File: src/rtl/gated_counter_ctrl_pkg.sv
// Shared types and default widths for the gated counter sequencing controller.
package gated_counter_ctrl_pkg;

    localparam int unsigned DefCntW  = 4;
    localparam int unsigned DefGapW  = 8;
    localparam int unsigned DefStatW = 16;

    typedef enum logic [1:0] {
        StIdle,
        StWake,
        StRun,
        StGap
    } state_e;

endpackage

File: src/rtl/gated_counter_ctrl_sat_counter.sv
// Saturating up-counter with synchronous clear; holds at all-ones instead of wrapping.
module gated_counter_ctrl_sat_counter #(
    parameter int unsigned W = 16
) (
    input  logic         clk,
    input  logic         rst_n,
    input  logic         clr_i,
    input  logic         inc_i,
    output logic [W-1:0] count_o
);

    logic [W-1:0] count_q;

    always_ff @(posedge clk or negedge rst_n) begin
        if (!rst_n) begin
            count_q <= '0;
        end else if (clr_i) begin
            count_q <= '0;
        end else if (inc_i && (count_q != '1)) begin
            count_q <= count_q + W'(1);
        end
    end

    assign count_o = count_q;

endmodule

File: src/rtl/gated_counter_ctrl.sv
// Drives the counter's ICG enable so it sees exactly burst_len edges per burst,
// one-shot or periodic, and tracks gated-off cycles while busy.
module gated_counter_ctrl
    import gated_counter_ctrl_pkg::*;
#(
    parameter int unsigned CNT_W  = DefCntW,
    parameter int unsigned GAP_W  = DefGapW,
    parameter int unsigned STAT_W = DefStatW
) (
    input  logic              clk,
    input  logic              rst_n,
    input  logic              start,
    input  logic              stop,
    input  logic              mode,
    input  logic [CNT_W-1:0]  burst_len,
    input  logic [GAP_W-1:0]  gap_len,
    output logic              gate_en,
    output logic              busy,
    output logic              done,
    output logic [STAT_W-1:0] gated_cycles
);

    state_e             state_q;
    logic               mode_q;
    logic [CNT_W-1:0]   len_q;
    logic [CNT_W-1:0]   remaining_q;
    logic [GAP_W-1:0]   gap_q;
    logic [GAP_W-1:0]   gap_cnt_q;
    logic               gate_en_q;
    logic               busy_q;
    logic               done_q;
    logic               start_acc;
    logic               stat_inc;

    assign start_acc = (state_q == StIdle) && start && !stop && (burst_len != '0);
    assign stat_inc  = (state_q == StWake) || (state_q == StGap);

    always_ff @(posedge clk or negedge rst_n) begin
        if (!rst_n) begin
            state_q     <= StIdle;
            mode_q      <= 1'b0;
            len_q       <= '0;
            remaining_q <= '0;
            gap_q       <= '0;
            gap_cnt_q   <= '0;
            gate_en_q   <= 1'b0;
            busy_q      <= 1'b0;
            done_q      <= 1'b0;
        end else begin
            done_q <= 1'b0;
            // stop wins over everything, including a burst finishing this cycle
            if (stop) begin
                state_q   <= StIdle;
                gate_en_q <= 1'b0;
                busy_q    <= 1'b0;
            end else begin
                case (state_q)
                    StIdle: begin
                        if (start_acc) begin
                            mode_q  <= mode;
                            len_q   <= burst_len;
                            gap_q   <= gap_len;
                            busy_q  <= 1'b1;
                            state_q <= StWake;
                        end
                    end
                    StWake: begin
                        remaining_q <= len_q;
                        gate_en_q   <= 1'b1;
                        state_q     <= StRun;
                    end
                    StRun: begin
                        if (remaining_q == CNT_W'(1)) begin
                            gate_en_q <= 1'b0;
                            done_q    <= 1'b1;
                            if (!mode_q) begin
                                busy_q  <= 1'b0;
                                state_q <= StIdle;
                            end else if (gap_q != '0) begin
                                gap_cnt_q <= gap_q;
                                state_q   <= StGap;
                            end else begin
                                state_q <= StWake;
                            end
                        end else begin
                            remaining_q <= remaining_q - CNT_W'(1);
                        end
                    end
                    StGap: begin
                        if (gap_cnt_q == GAP_W'(1)) begin
                            state_q <= StWake;
                        end else begin
                            gap_cnt_q <= gap_cnt_q - GAP_W'(1);
                        end
                    end
                    default: begin
                        state_q   <= StIdle;
                        gate_en_q <= 1'b0;
                        busy_q    <= 1'b0;
                    end
                endcase
            end
        end
    end

    gated_counter_ctrl_sat_counter #(
        .W (STAT_W)
    ) u_stat (
        .clk     (clk),
        .rst_n   (rst_n),
        .clr_i   (start_acc),
        .inc_i   (stat_inc),
        .count_o (gated_cycles)
    );

    assign gate_en = gate_en_q;
    assign busy    = busy_q;
    assign done    = done_q;

endmodule

File: config.mk
export PLATFORM = sky130hd
export DESIGN_NAME = gated_counter_ctrl
export DESIGN_NICKNAME = d
export VERILOG_FILES = /design/src/rtl/gated_counter_ctrl_pkg.sv /design/src/rtl/gated_counter_ctrl_sat_counter.sv /design/src/rtl/gated_counter_ctrl.sv
export SDC_FILE = /design/constraint.sdc
export NUM_CORES = 1
export LEC_CHECK = 0
export ABC_AREA = 1
export BUFFER_PORTS_ARGS = -buffer_cell sky130_fd_sc_hd__buf_2
export CAP_MARGIN = 20
export CORE_ASPECT_RATIO = 0.75
export CORE_MARGIN = 2
export CORE_UTILIZATION = 37
export CTS_BUF_LIST = sky130_fd_sc_hd__clkbuf_8 sky130_fd_sc_hd__clkbuf_16
export CTS_CLUSTER_DIAMETER = 100
export DETAILED_ROUTE_END_ITERATION = 16
export PLACE_DENSITY = 0.59
export RECOVER_POWER = 100
export SLEW_MARGIN = 20
export SYNTH_ARGS = -nofsm -noshare
export SYNTH_HDL_FRONTEND = slang
export SYNTH_SLANG_ARGS = --single-unit
File: constraint.sdc
create_clock -name clk -period 2.1 [get_ports clk]
set_input_delay 0.42 -clock clk [delete_from_list [all_inputs] [get_ports clk]]
set_output_delay 0.42 -clock clk [all_outputs]
set_load 0.02 [all_outputs]
==> results.py <==
metrics = {
    "detailed_routing": {
        "via_count": 2505,
        "first_iter_violations": 128,
        "drt.antenna.violating_nets": 0,
        "post_drt_wl_per_cell_um": 12.3,
        "wl_um": 6470,
        "drc": 0,
        "viasPerCell": 4.74,
        "drt_pass1_iterations": 4,
    },
    "logic_synthesis": {
        "synthesis.area_um2": 2730,
        "ys_ff_latch": 46,
        "synth_area_per_cell_um2": 7.08,
        "synthDistinctLibCells": 26,
        "synth_fp_nets": 412,
        "synth_ff_type": "dfrtp_1",
        "yosysSeqAreaShare_pct": 42.1,
        "synth_cells": 386,
        "yosysWarnings": 0,
        "async_flop_share_pct": 100,
        "synth-edff-count": 0,
    },
    "grt": {
        "grt_max_degree": 47,
        "grt_pass1_vias": 2374,
        "grt_overflow": 0,
        "grt_pass1_wl_um": 11000,
        "grt_util_all_layers_pct": 17.4,
        "antenna_found_initial": 0,
    },
    "clock_network": {
        "path_clk_slew_ns": 0.08,
        "root_buffer": "clkbuf_8",
        "clock_latency_ns": 0.30,
        "numCtsBuffers": 5,
        "postCtsSetupRepairBufs": 0,
        "cts_hold_buf": 0,
        "h-tree-depth": 2,
        "cts-resized-gates": 0,
        "cts_max_path_buffers": 2,
        "cts.sinks": 46,
        "cts_tree": "yes",
    },
    "placed_design": {
        "io_buffers": 35,
        "place_congestion": 0.842,
        "place_inst": 521,
        "dpl.hpwl_um": 4710,
        "place_area_um2": 3050,
    },
    "die": {
        "fp.dieH_um": 78.4,
        "row_count": 27,
        "ioPinCount": 36,
        "die_w_um": 103,
        "die_area_um2": 8100,
        "core_area_um2": 7260,
        "floorplan.initialDensity_pct": 37.6,
    },
    "critical_path": {
        "ff2ff_path_depth": 9,
        "cp_data_required_time_ns": 2.34,
        "r2r-end": "u_stat.count_o[15]$_DFFE_PN0P_",
        "startpoint": "u_stat.count_o[0]$_DFFE_PN0P_",
        "r2r-start": "u_stat.count_o[0]$_DFFE_PN0P_",
        "crit_fanout": 17,
        "r2r_slack_ns": 0.21,
        "end_kind": "flip-flop",
        "worstSetupPathType": "reg2reg",
        "worstPathArrival_ns": 2.13,
        "start_kind": "flip-flop",
    },
    "hold_path": {
        "min_path_type": "in2reg",
        "hold_path_depth": 3,
        "hold_end": "gap_q[4]$_DFFE_PN0P_",
        "hold_start": "gap_len[4]",
    },
    "sta": {
        "slew_violations": 0,
        "period_share_pct": 90.0,
        "fin_skew_ns": 0.00641,
        "fmax_mhz": 529,
        "rsz0062_at_grt": "no",
        "timing.hold.ws_ns": 0.311,
        "relSlewSlack_pct": 23.1,
        "tns_ns": 0,
        "layout_min_cycle_time_ns": 1.89,
        "setup_viol": 0,
        "hold_violations": 0,
        "tightest_slew_ns": 1.15,
    },
    "finish": {
        "instances_no_fill": 528,
        "final_area_um2": 3090,
        "nNetsFinal": 453,
        "fillers": 784,
        "drive_above_1_share_pct": 8.90,
        "n_antenna_cell": 0,
        "area_growth_syn_to_layout_pct": 13.1,
    },
    "run": {
        "drv_cap": 0,
    },
    "pwr": {
        "power_mw": 3.35,
        "power.density_nw_per_um2": 1080,
        "vdd_drop_max_uv": 471,
        "p_leak_nw": 1.56,
    },
    "status": {
        "status": "finished, final reports clean",
    },
}
[sequential cells by signal (all words and copies together), names as in the netlist]
signal	cells
u_stat.count_o	16
gap_cnt_q	8
gap_q	8
len_q	4
remaining_q	4
state_q	2
busy	1
done	1
gate_en	1
mode_q	1
[how the worst max path moves through the flow]
| stage | slack [ns] | depth (start not counted) | end |
|---|---|---|---|
| floorplan | 0.43 | 10 | u_stat.count_o[12]$_DFFE_PN0P_ |
| global placement | 0.33 | 8 | gap_cnt_q[1]$_DFFE_PN0P_ |
| detailed placement | 0.26 | 9 | u_stat.count_o[15]$_DFFE_PN0P_ |
| CTS | 0.23 | 9 | u_stat.count_o[15]$_DFFE_PN0P_ |
| global route | 0.04 | 9 | u_stat.count_o[8]$_DFFE_PN0P_ |
| finish | 0.21 | 9 | u_stat.count_o[15]$_DFFE_PN0P_ |
[per-layer routing]
metal	global-route usage (%)	vias to the layer above	share of wire (%)
li1	-	1310	-
met1	24.8	1121	52
met2	26.2	66	41
met3	4.19	8	6.2
met4	4.61	0	0.96
met5	0	-	0
[power by group]
| part | total [mW] | switching [mW] | leakage [nW] | internal [mW] |
|---|---|---|---|---|
| clock | 0.520 | 0.299 | 0.0466 | 0.220 |
| sequential | 1.41 | 0.243 | 0.603 | 1.16 |
| combinational | 1.42 | 0.924 | 0.906 | 0.495 |
| total | 3.35 | 1.47 | 1.56 | 1.88 |
[through the flow]
stage / utilization, % / setup WS (ns)
after global routing: 42.5 / 0.0404
final: 42.5 / 0.211
after floorplan: - / 0.431
after global placement: 41.9 / 0.327
after detailed placement: 41.9 / 0.264
after CTS: 43.0 / 0.229
[worst max-delay path, cell delays in order (launching register included)]
cell,delay [ns]
dfrtp_1,0.44
ha_1,0.28
nand3_2,0.14
inv_2,0.11
nand2_1,0.10
nor2_4,0.13
nor2_4,0.10
nor2_4,0.35
nand2_1,0.10
nand2_1,0.08
[layout make-up]
class | instances | area (um2) | share of cell area [%]
inverter | 32 | 120 | 3.89
clock inverter | 2 | 7.51 | 0.243
clock buffer | 5 | 68.8 | 2.23
sequential | 46 | 1150 | 37.2
tap | 101 | 126 | 4.09
timing repair buffer | 42 | 199 | 6.44
multi-input combinational | 300 | 1420 | 45.9
[Yosys cell counts (2+ instances only)]
cell type,n,area [um2]
a21oi_1,3,15.0
a31oi_1,2,12.5
buf_2,3,15.0
clkbuf_1,4,15.0
dfrtp_1,46,1150
ha_1,9,113
inv_1,30,113
nand2_1,152,571
nand2_2,2,12.5
nand3_1,28,140
nand3b_1,2,15.0
nand4_1,15,93.8
nor2_1,46,173
nor2_4,4,45.0
o21ai_0,21,105
o21bai_1,3,22.5
or2_2,3,18.8
xor2_1,5,43.8
[kinds of logic (layout without fill, tap and decap cells)]
kind of cell | count (synthesis) | count (layout) | share of synthesized area [%]
and+or+nand+nor | 254 | 254 | 39.7
DFF | 46 | 46 | 42.1
buffers and inverters | 40 | 81 | 5.91
AOI/OAI and AO/OA | 31 | 31 | 6.27
adders and majority gates | 9 | 9 | 4.12
xor gates and xnor gates | 6 | 6 | 1.92
[cell usage in the layout (no fill, tap or decap), types with 9 or more instances in the layout]
master,netlist,routed
nand2_1,152,153
nor2_1,46,46
dfrtp_1,46,46
inv_1,30,32
nand3_1,28,28
o21ai_0,21,21
clkbuf_1,4,19
buf_2,3,16
nand4_1,15,15
ha_1,9,9
(Power assumes the default switching activity.)
